### config.mk
export PLATFORM = sky130hd
export DESIGN_NAME = fetch_unit
export DESIGN_NICKNAME = d
export VERILOG_FILES = /design/src/rtl/fetch_unit.sv
export SDC_FILE = /design/constraint.sdc
export NUM_CORES = 1
export LEC_CHECK = 0
export CAP_MARGIN = 20
export CORE_MARGIN = 4
export CORE_UTILIZATION = 60
export CTS_CLUSTER_DIAMETER = 120
export DETAILED_ROUTE_END_ITERATION = 8
export DONT_BUFFER_PORTS = 1
export GPL_TIMING_DRIVEN = 0
export PLACE_DENSITY = 0.73
export SYNTH_ARGS = -nofsm -noshare
export SYNTH_HDL_FRONTEND = slang
export SYNTH_SLANG_ARGS = --single-unit
### constraint.sdc
create_clock -name i_clk -period 16.2 [get_ports i_clk]
set_clock_uncertainty 0.2 [all_clocks]
set_input_delay 3.24 -clock i_clk [delete_from_list [all_inputs] [get_ports i_clk]]
set_output_delay 3.24 -clock i_clk [all_outputs]
set_load 0.1 [all_outputs]
### src/rtl/fetch_unit.sv
// Instruction fetch unit: one-outstanding-request fetch FSM feeding a prefetch queue.
// Optional build macro ARVI_FETCH_MISALIGN_EN adds misaligned-redirect trap outputs.
module fetch_unit #(
    parameter int unsigned     XLEN     = 32,
    parameter logic [XLEN-1:0] PC_RESET = '0,
    parameter int unsigned     DEPTH    = 4
) (
    input  logic                    i_clk,
    input  logic                    i_rst,
    output logic                    o_req,
    output logic [XLEN-1:0]         o_addr,
    input  logic                    i_ack,
    input  logic [31:0]             i_rdata,
    output logic                    o_valid,
    output logic [31:0]             o_instr,
    output logic [XLEN-1:0]         o_pc,
    input  logic                    i_ready,
    input  logic                    i_redirect,
    input  logic [XLEN-1:0]         i_redirect_pc,
    output logic [$clog2(DEPTH):0]  o_count
`ifdef ARVI_FETCH_MISALIGN_EN
    ,
    output logic                    o_ex_inst_addr,
    output logic [XLEN-1:0]         o_badaddr
`endif
);

    localparam int unsigned PTR_W = $clog2(DEPTH);
    localparam int unsigned CNT_W = PTR_W + 1;
    localparam logic [CNT_W-1:0] DEPTH_C = CNT_W'(DEPTH);

    typedef enum logic [1:0] {
        StIdle,
        StWait,
        StDrop
    } state_e;

    state_e            state_q, state_d;
    logic [XLEN-1:0]   addr_q, addr_d;
    logic [XLEN-1:0]   pc_q, pc_d;
    logic [CNT_W-1:0]  count_q, count_d;
    logic [PTR_W-1:0]  wr_ptr_q, wr_ptr_d;
    logic [PTR_W-1:0]  rd_ptr_q, rd_ptr_d;
    logic [XLEN-1:0]   mem_pc_q    [DEPTH];
    logic [31:0]       mem_instr_q [DEPTH];

    logic              push, pop;
    logic [CNT_W-1:0]  count_after;
    logic [XLEN-1:0]   tgt_pc;
    logic              tgt_ok;
    logic              fetch_en;

`ifdef ARVI_FETCH_MISALIGN_EN
    logic              ex_q, ex_d;
    logic [XLEN-1:0]   bad_q, bad_d;

    assign tgt_pc   = i_redirect_pc;
    assign tgt_ok   = (i_redirect_pc[1:0] == 2'b00);
    assign fetch_en = !ex_q;

    always_comb begin
        ex_d  = ex_q;
        bad_d = bad_q;
        if (i_redirect) begin
            ex_d  = !tgt_ok;
            bad_d = tgt_ok ? '0 : i_redirect_pc;
        end
    end

    assign o_ex_inst_addr = ex_q;
    assign o_badaddr      = bad_q;
`else
    logic unused_redirect_lsb;

    // Targets are forced word-aligned instead of trapping.
    assign tgt_pc              = {i_redirect_pc[XLEN-1:2], 2'b00};
    assign tgt_ok              = 1'b1;
    assign fetch_en            = 1'b1;
    assign unused_redirect_lsb = ^i_redirect_pc[1:0];
`endif

    assign o_req   = (state_q != StIdle);
    assign o_addr  = addr_q;
    assign o_count = count_q;
    assign o_valid = (count_q != '0);
    assign o_instr = o_valid ? mem_instr_q[rd_ptr_q] : '0;
    assign o_pc    = o_valid ? mem_pc_q[rd_ptr_q] : '0;

    assign push        = (state_q == StWait) && i_ack && !i_redirect;
    assign pop         = o_valid && i_ready && !i_redirect;
    assign count_after = count_q + CNT_W'(push) - CNT_W'(pop);

    always_comb begin
        count_d  = count_after;
        wr_ptr_d = wr_ptr_q + PTR_W'(push);
        rd_ptr_d = rd_ptr_q + PTR_W'(pop);
        if (i_redirect) begin
            count_d  = '0;
            wr_ptr_d = '0;
            rd_ptr_d = '0;
        end
    end

    always_comb begin
        state_d = state_q;
        addr_d  = addr_q;
        pc_d    = pc_q;
        if (i_redirect) begin
            pc_d = tgt_pc;
            if (state_q != StIdle && !i_ack) begin
                // Request still in flight: hold its address, discard its data later.
                state_d = StDrop;
            end else if (tgt_ok) begin
                // Queue is emptied this edge, so the target can be fetched immediately.
                state_d = StWait;
                addr_d  = tgt_pc;
            end else begin
                state_d = StIdle;
            end
        end else begin
            unique case (state_q)
                StIdle: begin
                    if (count_q < DEPTH_C && fetch_en) begin
                        state_d = StWait;
                        addr_d  = pc_q;
                    end
                end
                StWait: begin
                    if (i_ack) begin
                        pc_d = addr_q + XLEN'(4);
                        if (count_after < DEPTH_C) begin
                            addr_d = addr_q + XLEN'(4);
                        end else begin
                            state_d = StIdle;
                        end
                    end
                end
                StDrop: begin
                    if (i_ack) begin
                        state_d = StIdle;
                    end
                end
                default: state_d = StIdle;
            endcase
        end
    end

    always_ff @(posedge i_clk) begin
        if (!i_rst) begin
            state_q  <= StIdle;
            addr_q   <= PC_RESET;
            pc_q     <= PC_RESET;
            count_q  <= '0;
            wr_ptr_q <= '0;
            rd_ptr_q <= '0;
`ifdef ARVI_FETCH_MISALIGN_EN
            ex_q     <= 1'b0;
            bad_q    <= '0;
`endif
        end else begin
            state_q  <= state_d;
            addr_q   <= addr_d;
            pc_q     <= pc_d;
            count_q  <= count_d;
            wr_ptr_q <= wr_ptr_d;
            rd_ptr_q <= rd_ptr_d;
`ifdef ARVI_FETCH_MISALIGN_EN
            ex_q     <= ex_d;
            bad_q    <= bad_d;
`endif
        end
    end

    always_ff @(posedge i_clk) begin
        if (i_rst && push) begin
            mem_pc_q[wr_ptr_q]    <= addr_q;
            mem_instr_q[wr_ptr_q] <= i_rdata;
        end
    end

endmodule

==> run metrics <==
vias per std cell 6.48; #FFs+latches synth 329; Die ar. 25800 sq um; Critical R2R Launch o_count[1]; biggest area consumer among synthesized cells edfxtp_1; RSZ-0062 raised after global routing no; Post-CTS Setup Repair Bufs 0; VDD IR max 80.5 uV; Yosys top cell area share 55.1%; largest net degree at the start of global routing 51; post-synthesis async set-or-reset flop share 0%; FP Rows 55; PostCTS Resize Cnt 0; clk_lat worst skew slightly above 0.5 ns; r2r setup slk 10.66 ns; fin util 72.8%; Die X approximately 160 um; hold-fix buffers at CTS 0; ranking of synthesized cells by area edfxtp_1 55%, dfxtp_1 10%, mux4_2 10%, and2_1 3.1%, nand2_1 1.8%; drt total wl 35300 um; Min Hold Slack between 0.2 and 0.3 ns; Syn Inst Count 957; Design Area, Final 16600 sq um; max-slew violations 0; ANT cells 0; min-delay src pc_q[0]; crit path launch i_redirect; setup tns final 0 ns; post-route setup slack 8.29 ns; Slew Limit Headroom 23.3%; # nets final 1135; WS Path Type in -> reg; CTS Sinks roughly 330; GRT Total Usage 27.1%; CTS Buf Count 35; clock slew at reported path FFs 0.06 ns; Power Dens Cells 114 nW/um^2; Ports 170; htree depth 2; DP Worst Slack 8.21 ns; Most used DFF post-synth edfxtp_1; Clock Path Buffers 3; minimum clock period 7.91 ns; placed wire-length estimate 24000 um; synthesis-to-finish area growth 18.9%; DR vias about 9.1k; CTS tree yes; antenna violations before repair 1; P_leak 5.35 nW; initial core utilization 61.3%; Clock Tree Root clkbuf_16; Final period util about half; Arrival @ worst endpoint 8.14 ns; Seq/Total Area, Yosys 65.5%; Critical Path Start Type input pin; achievable frequency 126 MHz; most frequent cell after synthesis edfxtp_1; Setup crit end kind flip-flop; first-pass GRT wire length 54100 um; Mapped Nets 1030; final cell count without fillers 1401; maximum capacitance violations 0; Syn Area/Cell 14.6 sq um; placer congestion estimate 0.926; Core Area about 23000 sq um; die span in y 161 um; drt wl/cell 25.2 um; Power, Total about 1.9 mW; Placed Cells 1333; Worst-Margin Slew 1.15 ns; endpoints failing setup 0; Worst Hold Class reg -> reg; count of different cell masters after synthesis 67; First DRT Iteration DRCs 975; placed inst area 15400 sq um; Post-synth top cells 256 x edfxtp_1, 73 x dfxtp_1, 70 x and2_1; crit-path max FO 10; outcome finished, final reports clean; CP required 16.43 ns; share of cells above drive strength 1 17.8%; synth warn 0; DRC 0; GRT overflow 0; port bufs 0; Mapped Area 14000 sq um; number of global-route vias before repair 9086; final hold viol count 0; DRT Pass-1 Iters 7; number of flops mapped to enable cells by yosys 256; antenna-violating nets left 0
## sequential cells by signal, indices dropped and copies added, names as in the netlist
signal,flops
mem_instr_q,128
mem_pc_q,128
o_addr,32
o_count,3
pc_q,32
rd_ptr_q,2
state_q,2
wr_ptr_q,2
## path summary, 6_finish.rpt
| kind | endpoint | cells past startpoint |
|---|---|---|
| setup reg to reg | o_addr[3] | 13 |
| hold reg to reg | pc_q[0] | 2 |
| setup / recovery | o_addr[3] | 13 |
| hold / removal | pc_q[0] | 2 |
## area by class of cell
class                           count  area (sq um)
Tap cell                          313           392
Fill cell                        1441          6190
Clock buffer                       49           981
Timing Repair Buffer               68          1180
Inverter                            7          26.3
Multi-Input combinational cell    552          4500
Buffer                             69           302
Sequential cell                   329          9150
Clock inverter                     14          58.8
## cells by family (layout without fill, tap and decap cells)
family | count (synthesis) | after routing | share of synthesized area [%]
XOR/XNOR | 30 | 30 | 1.98
buffers and inverters | 76 | 207 | 2.34
flip-flops | 329 | 329 | 65.5
adder cells (fa/ha/maj) | 4 | 4 | 0.412
AO/OA/AOI/OAI | 174 | 174 | 8.23
multiplexers | 68 | 68 | 10.6
AND/OR/NAND/NOR | 276 | 276 | 10.9
## layout by cell type (no fill, tap or decap), types with 17 or more instances in the layout
master,instances
nor2_1,22
clkbuf_16,37
buf_16,31
buf_6,24
nand3_1,37
a21oi_1,40
mux4_2,64
nor3_1,17
nand2_1,66
edfxtp_1,256
a22oi_1,18
dfxtp_1,73
xnor2_1,18
and2_1,70
clkbuf_1,52
buf_1,22
o22ai_1,17
o21ai_0,33
## critical path: stages
cell,delay [ns]
clkbuf_1,0.36
clkbuf_1,0.40
clkbuf_1,0.59
clkbuf_1,0.67
nor2_1,0.12
ha_1,0.22
fa_1,0.43
xnor2_1,0.23
xnor2_1,0.16
o21ai_1,0.94
buf_2,0.48
nand2_1,0.12
a21oi_1,0.18
## power breakdown
| part | internal, mW | total, mW | switching [mW] |
|---|---|---|---|
| sequential | 0.927 | 0.957 | 0.0299 |
| combinational | 0.0646 | 0.203 | 0.138 |
| clock | 0.421 | 0.727 | 0.305 |
## metal layers
layer	global-route usage (%)	wire length, um	vias to the layer above
li1	-	-	3960
met3	9.24	4000	124
met2	42.6	16500	527
met1	35.5	13300	4471
met5	0	13	-
met4	10.2	1440	2
(Power assumes the default switching activity.)
